`config.mk`:
```
export PLATFORM = sky130hd
export DESIGN_NAME = bcd_ascii_serializer
export DESIGN_NICKNAME = d
export VERILOG_FILES = /design/src/rtl/bcd_ascii_serializer.sv
export SDC_FILE = /design/constraint.sdc
export NUM_CORES = 1
export LEC_CHECK = 0
export CAP_MARGIN = 10
export CORE_MARGIN = 2
export CORE_UTILIZATION = 40
export DETAILED_ROUTE_END_ITERATION = 16
export PLACE_DENSITY_LB_ADDON = 0.3
export SLEW_MARGIN = 20
export SYNTH_ARGS = -nofsm -noshare
export SYNTH_HDL_FRONTEND = slang
export SYNTH_SLANG_ARGS = --single-unit
export TNS_END_PERCENT = 1
```
`constraint.sdc`:
```
create_clock -name clk -period 1.5 [get_ports clk]
set_input_delay 0.375 -clock clk [delete_from_list [all_inputs] [get_ports clk]]
set_output_delay 0.375 -clock clk [all_outputs]
set_load 0.1 [all_outputs]
```
`src/rtl/bcd_ascii_serializer.sv`:
```
// bcd_ascii_serializer: latches a 3-digit packed BCD value on start and streams
// its ASCII digits one byte per valid/ready transfer.
// Optional feature: define BCD_ASCII_CRLF_EN to append CR, LF after the ones digit.
module bcd_ascii_serializer #(
  parameter int unsigned LZ_SUPPRESS = 1,
  parameter logic [7:0]  BAD_CHAR    = 8'h3F
) (
  input  logic       clk,
  input  logic       reset,
  input  logic       start,
  input  logic [9:0] pbcd,
  output logic       busy,
  output logic       done,
  output logic [7:0] out_char,
  output logic       out_valid,
  input  logic       out_ready
);

  localparam int unsigned BCD_W  = 10;
  localparam int unsigned CHAR_W = 8;

  typedef enum logic [2:0] {
    S_IDLE,
    S_SEND_H,
    S_SEND_T,
    S_SEND_O,
`ifdef BCD_ASCII_CRLF_EN
    S_SEND_CR,
    S_SEND_LF,
`endif
    S_FINISH
  } state_e;

  state_e              state_q, state_d;
  logic [BCD_W-1:0]    dig_q, dig_d;
  logic [CHAR_W-1:0]   out_char_q, out_char_d;
  logic                out_valid_q, out_valid_d;
  logic                busy_q, busy_d;
  logic                done_q, done_d;
  logic                xfer;

  // Map one BCD nibble to its ASCII digit, or BAD_CHAR if out of range.
  function automatic logic [CHAR_W-1:0] to_ascii(input logic [3:0] nib);
    if (nib > 4'd9) return BAD_CHAR;
    return CHAR_W'(8'h30 + {4'h0, nib});
  endfunction

  // Character offered while sitting in a given digit state.
  function automatic logic [CHAR_W-1:0] digit_char(input state_e s, input logic [BCD_W-1:0] d);
    case (s)
      S_SEND_H: return to_ascii({2'b00, d[9:8]});
      S_SEND_T: return to_ascii(d[7:4]);
      S_SEND_O: return to_ascii(d[3:0]);
      default:  return 8'h00;
    endcase
  endfunction

  // First digit state; suppression stops at the first nonzero nibble, ones always sent.
  function automatic state_e first_state(input logic [BCD_W-1:0] d);
    if (LZ_SUPPRESS != 0 && d[9:8] == 2'b00) begin
      if (d[7:4] == 4'd0) return S_SEND_O;
      return S_SEND_T;
    end
    return S_SEND_H;
  endfunction

  assign xfer = out_valid_q & out_ready;

  // Next-state and registered-output computation.
  always_comb begin
    state_d     = state_q;
    dig_d       = dig_q;
    out_char_d  = out_char_q;
    out_valid_d = out_valid_q;
    busy_d      = busy_q;
    done_d      = 1'b0;
    case (state_q)
      S_IDLE, S_FINISH: begin
        state_d     = S_IDLE;
        busy_d      = 1'b0;
        out_valid_d = 1'b0;
        if (start) begin
          dig_d       = pbcd;
          state_d     = first_state(pbcd);
          busy_d      = 1'b1;
          out_valid_d = 1'b1;
          out_char_d  = digit_char(first_state(pbcd), pbcd);
        end
      end
      S_SEND_H: begin
        if (xfer) begin
          state_d    = S_SEND_T;
          out_char_d = digit_char(S_SEND_T, dig_q);
        end
      end
      S_SEND_T: begin
        if (xfer) begin
          state_d    = S_SEND_O;
          out_char_d = digit_char(S_SEND_O, dig_q);
        end
      end
      S_SEND_O: begin
        if (xfer) begin
`ifdef BCD_ASCII_CRLF_EN
          state_d    = S_SEND_CR;
          out_char_d = 8'h0D;
`else
          state_d     = S_FINISH;
          busy_d      = 1'b0;
          out_valid_d = 1'b0;
          done_d      = 1'b1;
`endif
        end
      end
`ifdef BCD_ASCII_CRLF_EN
      S_SEND_CR: begin
        if (xfer) begin
          state_d    = S_SEND_LF;
          out_char_d = 8'h0A;
        end
      end
      S_SEND_LF: begin
        if (xfer) begin
          state_d     = S_FINISH;
          busy_d      = 1'b0;
          out_valid_d = 1'b0;
          done_d      = 1'b1;
        end
      end
`endif
      default: begin
        state_d     = S_IDLE;
        busy_d      = 1'b0;
        out_valid_d = 1'b0;
      end
    endcase
  end

  // State and output registers with synchronous reset.
  always_ff @(posedge clk) begin
    if (reset) begin
      state_q     <= S_IDLE;
      dig_q       <= '0;
      out_char_q  <= '0;
      out_valid_q <= 1'b0;
      busy_q      <= 1'b0;
      done_q      <= 1'b0;
    end else begin
      state_q     <= state_d;
      dig_q       <= dig_d;
      out_char_q  <= out_char_d;
      out_valid_q <= out_valid_d;
      busy_q      <= busy_d;
      done_q      <= done_d;
    end
  end

  assign busy      = busy_q;
  assign done      = done_q;
  assign out_char  = out_char_q;
  assign out_valid = out_valid_q;

endmodule

```
==> results.py, run 1 <==
metrics = {
    "clock_network": {
        "clk_path_buf_depth": 2,
        "clk_pin_slew_ps": 100,
        "numCtsBuffers": 3,
        "htree_num_levels": 1,
        "clock-root-buffer": "clkbuf_4",
        "clkSinkCount": 18,
        "cts_tree": "yes",
        "insertion_delay_ps": 300,
    },
    "logic_synthesis": {
        "avgSynthCellArea_um2": 7.668,
        "synth.ff_latch_count": 18,
        "async_reset_ff_share_pct": 0,
        "syn_area_um2": 1012,
        "syn_inst": 132,
        "synthTopCellsByArea": "dfxtp_1 36%, a21oi_1 9.9%, nand2_1 8.2%",
        "ys.flop_type": "dfxtp_1",
        "yosysSeqAreaShare_pct": 35.60,
        "ys_types": 36,
        "ys_warn_count": 0,
        "synth_edf_count": 0,
        "synth_top_area_share_pct": 35.60,
        "yosys.area.top_type": "dfxtp_1",
    },
    "die": {
        "dieArea_um2": 2949,
        "die_h_um": 54.31,
        "start_util_pct": 41.62,
        "num_io_pins": 25,
        "fp.dieW_um": 54.31,
        "coreArea_um2": 2432,
        "rows": 18,
    },
    "worst_setup_path": {
        "crit_path_start_kind": "primary input",
        "rr_startpoint": "state_q[0]",
        "crit_start": "pbcd[7]",
        "cp-end-kind": "register",
        "worst_ep_required_time_ps": 1720,
        "critPathKind": "in -> reg",
        "arrival_ps": 1680,
        "critPathMaxFanout": 2,
    },
    "min_path": {
        "min_from": "pbcd[7]",
        "min_path_type": "in -> reg",
    },
    "layout": {
        "nNetsFinal": 188,
        "fillCellCount": 205,
        "diodes": 0,
        "finalNonFillerCells": 203,
        "syn2layout_area_growth_pct": 57.35,
        "multi_input_area_um2": 631.9,
        "regArea_um2": 370.4,
        "drive_gt1_share_pct": 33.53,
    },
    "place": {
        "io_buffers": 22,
        "gp_congestion": 0.8949,
        "dp_slack_ps": -662.0,
        "placed_cells": 198,
        "dpl.hpwl_um": 2067,
    },
    "outcome": {
        "outcome": "finished, final reports clean",
    },
    "flow_run": {
        "cap_violations": 0,
    },
    "power": {
        "finalPower_mw": 1.551,
        "vdd_drop_max_mv": 0.5798,
        "leakagePower_nw": 0.6441,
        "p_per_area_nw_per_um2": 974.1,
    },
    "timing": {
        "setup_viol": 0,
        "post-route-min-period_ps": 1459,
        "clock_skew_ps": 0.5221,
        "rsz0062_at_grt": "false",
        "hold_viol_final": 0,
        "maxSlewViolCount": 0,
        "layout_setup_ws_ps": 40.60,
        "fmax_ghz": 0.6852,
        "timing.final.crit_share_pct": 97.29,
    },
    "route": {
        "drtPass1Iterations": 4,
        "ant_nets": 0,
        "first_iter_violations": 20,
        "drt_wl_total_um": 2870,
        "vias_per_cell": 5.631,
        "drc": 0,
        "wire_per_inst_um": 14.14,
        "vias": 1143,
    },
    "global_route": {
        "grt_remaining_overflow": 0,
        "grt_usage_pct": 21.64,
        "antenna_found_initial": 0,
        "grt_pass1_vias": 1030,
        "grt_pass1_wl_um": 4526,
        "grt_max_degree": 11,
    },
}
==> area by class of cell <==
class	instances	share of cell area, %
well taps	30	2.357
repair buffers	45	30.79
multi-input cells	99	39.67
inverters	7	1.650
flip-flops and latches	18	23.25
clock buffers	4	2.278
==> per-layer routing <==
metal	vias up	track usage (%)	share of wire, %
li1	548	-	-
met1	558	24.37	42
met2	30	37.55	52
met3	7	3.825	3.3
met4	0	13.33	2.4
met5	-	0	0
==> critical path: stages <==
cell	delay [ps]
buf_6	90
or4_4	560
buf_6	150
nor4_4	150
o31ai_2	100
a311oi_2	260
==> cell usage in the layout, fill, tap and decap left out, types with 3 or more instances in the layout <==
cell type / n
clkdlybuf4s50_1: 4
nor3_1: 9
nand2_1: 22
nor2_1: 6
buf_12: 9
o22ai_1: 3
buf_4: 22
o21ai_0: 3
dlymetal6s2s_1: 5
inv_1: 7
a21oi_1: 19
clkbuf_4: 3
dfxtp_1: 14
==> where the power goes <==
group	switching, mW	leakage [nW]	total, mW	internal, mW
clock network	0.160	0.0210	0.308	0.148
logic	0.396	0.473	0.663	0.267
registers	0.0569	0.150	0.580	0.524
==> what timing repair did <==
item,4_1_cts,5_1_grt
hold buffers,0,0
gates resized for setup,21,16
endpoints found under the hold margin,0,0
gates cloned,0,0
setup endpoints to repair,5,5
pin swaps,7,6
setup buffers,1,1
==> state kept, by name, indices dropped and copies added (netlist names) <==
name / cells
state_q: 3
dig_q: 8
done: 1
out_char: 5
busy: 1
==> synth_stat cells (all sizes together) (2+ instances only) <==
cell / instances
nand2: 22
a21oi: 20
dfxtp: 18
nor3: 9
inv: 7
nor2: 7
clkbuf: 5
o21ai: 5
buf: 4
o22ai: 3
a2111oi: 2
a211oi: 2
a21o: 2
a22oi: 2
a311oi: 2
a32oi: 2
nand2b: 2
nand3: 2
nor3b: 2
==> metrics by stage <==
| step | hold slack [ps] | area, um2 | utilization [%] | TNS (ps) |
|---|---|---|---|---|
| after global routing | 458.5 | 1593 | 65.48 | 0 |
| after detailed placement | 457.7 | 1475 | 60.65 | -3226 |
| final | 445.6 | 1593 | 65.48 | 0 |
| after global placement | 446.3 | 1475 | 60.65 | -2828 |
| after floorplan | 436.3 | 1021 | - | -299.5 |
| after CTS | 436.5 | 1534 | 63.07 | -67.04 |
==> worst paths after layout <==
kind                 endpoint  slack (ps)  cells after the start
setup / recovery  out_char[1]          40                      6
hold / removal       dig_q[7]         450                      4
setup reg to reg  out_char[3]          40                      4
hold reg to reg      dig_q[0]         470                      2
==> kinds of logic (layout without fill, tap and decap cells) <==
| family | after synthesis | in the layout | synth area share [%] |
|---|---|---|---|
| other | 1 | 2 | 0.3705 |
| muxes | 1 | 1 | 0.9889 |
| xor gates and xnor gates | 1 | 1 | 0.8654 |
| buffers and inverters | 16 | 56 | 8.405 |
| DFF | 18 | 18 | 35.60 |
| AOI/OAI and AO/OA | 42 | 42 | 27.94 |
| and+or+nand+nor | 53 | 53 | 25.84 |
Note: power is estimated with default switching activity, not from simulation.
==> run 2: changes to the inputs <==
CAP_MARGIN = not set   (was 10)
HOLD_SLACK_MARGIN = 0.1   (was not set)
MAX_ROUTING_LAYER = met4   (was not set)
==> run 2 against run 1 <==
Compared with the run above:
- combinational power about the same
- hold slack better by 1.2 ps
- routed wire length decreased by 0.38%
- first-iteration DRC count grew 35%
- global-route usage grew 0.61 points
- flip-flop and latch count unchanged
- total power about the same
- critical endpoint unchanged
- critical path depth stayed put
==> results.py, run 2 (synthesized netlist as in run 1, its figures left out) <==
metrics = {
    "place": {
        "gp_congestion": 0.9100,
        "placed_cells": 198,
        "dp_slack_ps": -662.0,
        "place_area_um2": 1475,
        "dpl.hpwl_um": 2067,
        "io_buffers": 22,
    },
    "worst_setup_path": {
        "cpMostUsedCell": "buf_6",
        "rr_startpoint": "state_q[0]",
        "cp_cell_sequence": "buf_6 -> or4_4 -> buf_6 -> nor4_4 -> o31ai_2 -> a311oi_2",
        "path_buf_inv": 2,
        "critPathKind": "in -> reg",
        "path_delay_family": "simple AND/OR/NAND/NOR gates",
        "crit_path_start_kind": "primary input",
        "arrival_ps": 1680,
        "critPathMaxStageDelay_ps": 560,
        "cp-end-kind": "register",
        "critPathMaxFanout": 2,
        "worst_ep_required_time_ps": 1720,
        "crit_start": "pbcd[7]",
        "critical-path-slowest-cell": "or4_4",
    },
    "clock_network": {
        "clock-root-buffer": "clkbuf_4",
        "cts_tree": "yes",
        "clk_pin_slew_ps": 100,
        "clk_path_buf_depth": 2,
        "clkSinkCount": 18,
        "numCtsBuffers": 3,
        "htree_num_levels": 1,
        "cts_hold_buf": 0,
        "insertion_delay_ps": 300,
    },
    "layout": {
        "largest_reg_flops": 8,
        "diodes": 0,
        "nNetsFinal": 188,
        "final_cell_mix": "22 x nand2_1, 22 x buf_4, 19 x a21oi_1, 14 x dfxtp_1",
        "largest_register": "dig_q",
        "finalNonFillerCells": 203,
        "fin_area_um2": 1593,
        "syn2layout_area_growth_pct": 57.35,
        "drive_gt1_share_pct": 33.53,
        "fillCellCount": 205,
        "post-route-util_pct": 65.48,
    },
    "timing": {
        "timing.final.crit_share_pct": 97.35,
        "clock_skew_ps": 0.9656,
        "rsz0062_at_grt": "false",
        "layout_setup_ws_ps": 39.80,
        "maxSlewViolCount": 0,
        "tns_ps": 0,
        "fmax_ghz": 0.6848,
        "hold_viol_final": 0,
        "setup_viol": 0,
        "post-route-min-period_ps": 1460,
        "hold_slack_ps": 446.9,
    },
    "global_route": {
        "grt_remaining_overflow": 0,
        "antenna_found_initial": 0,
        "grt_pass1_wl_um": 4519,
        "grt_max_degree": 11,
        "grt_pass1_vias": 1034,
        "grt_usage_pct": 22.25,
    },
    "route": {
        "drtPass1Iterations": 4,
        "vias_per_cell": 5.660,
        "drc": 0,
        "vias": 1149,
        "drt_wl_total_um": 2859,
        "wire_per_inst_um": 14.08,
        "ant_nets": 0,
        "first_iter_violations": 27,
    },
    "die": {
        "die_h_um": 54.31,
        "dieArea_um2": 2949,
        "num_io_pins": 25,
        "coreArea_um2": 2432,
        "fp.dieW_um": 54.31,
        "rows": 18,
        "start_util_pct": 41.62,
    },
    "min_path": {
        "min_path_type": "in -> reg",
        "min_from": "pbcd[7]",
    },
    "power": {
        "p_per_area_nw_per_um2": 974.0,
        "vdd_drop_max_mv": 0.5798,
        "finalPower_mw": 1.551,
        "leakagePower_nw": 0.6441,
    },
    "flow_run": {
        "cap_violations": 0,
    },
    "outcome": {
        "outcome": "finished, final reports clean",
    },
}
-- run 2: cell counts in the layout (fill, tap and decap cells not counted) --
Identical to the previous run, type by type.
-- run 2: worst register-to-register path, stage by stage, from the launching register on --
cell	delay (ps)
dfxtp_4	400
or2b_2	350
a21o_1	270
a32oi_2	230
a211oi_1	100
-- run 2: routing by layer --
metal | track usage, % | part of all wire (%) | wire length, um | up-vias
met4 | 13.33 | 2.0 | 57 | 0
met5 | - | 0 | 0 | -
met3 | 3.825 | 4.1 | 118 | 5
met2 | 37.55 | 52 | 1491 | 34
met1 | 24.37 | 42 | 1192 | 559
li1 | - | - | - | 551
-- run 2: report_power, final --
part	total, mW	leakage [nW]	internal [mW]	switching (mW)
Sequential	0.580	0.150	0.524	0.0568
Clock	0.308	0.0210	0.148	0.160
Combinational	0.662	0.473	0.267	0.396
-- run 2: layout make-up --
cell class                 instances  area, um2  area share [%]
clock buffer                       4      36.28           2.278
sequential                        18      370.4           23.25
inverter                           7      26.28           1.650
multi-input combinational         99      631.9           39.67
timing repair buffer              45      490.5           30.79
tap                               30      37.54           2.357
-- run 2: what timing repair did --
action	4_1_cts	5_1_grt
gates resized for setup	21	16
pin swaps	7	6
hold endpoints to repair	0	0
buffers inserted	1	1
endpoints found under the setup margin	5	5
-- run 2: final timing paths --
path                       to  slack [ps]  depth (start not counted)
setup / recovery  out_char[1]          40                          6
hold / removal       dig_q[7]         450                          4
setup reg to reg  out_char[3]          50                          4
hold reg to reg      dig_q[0]         470                          2
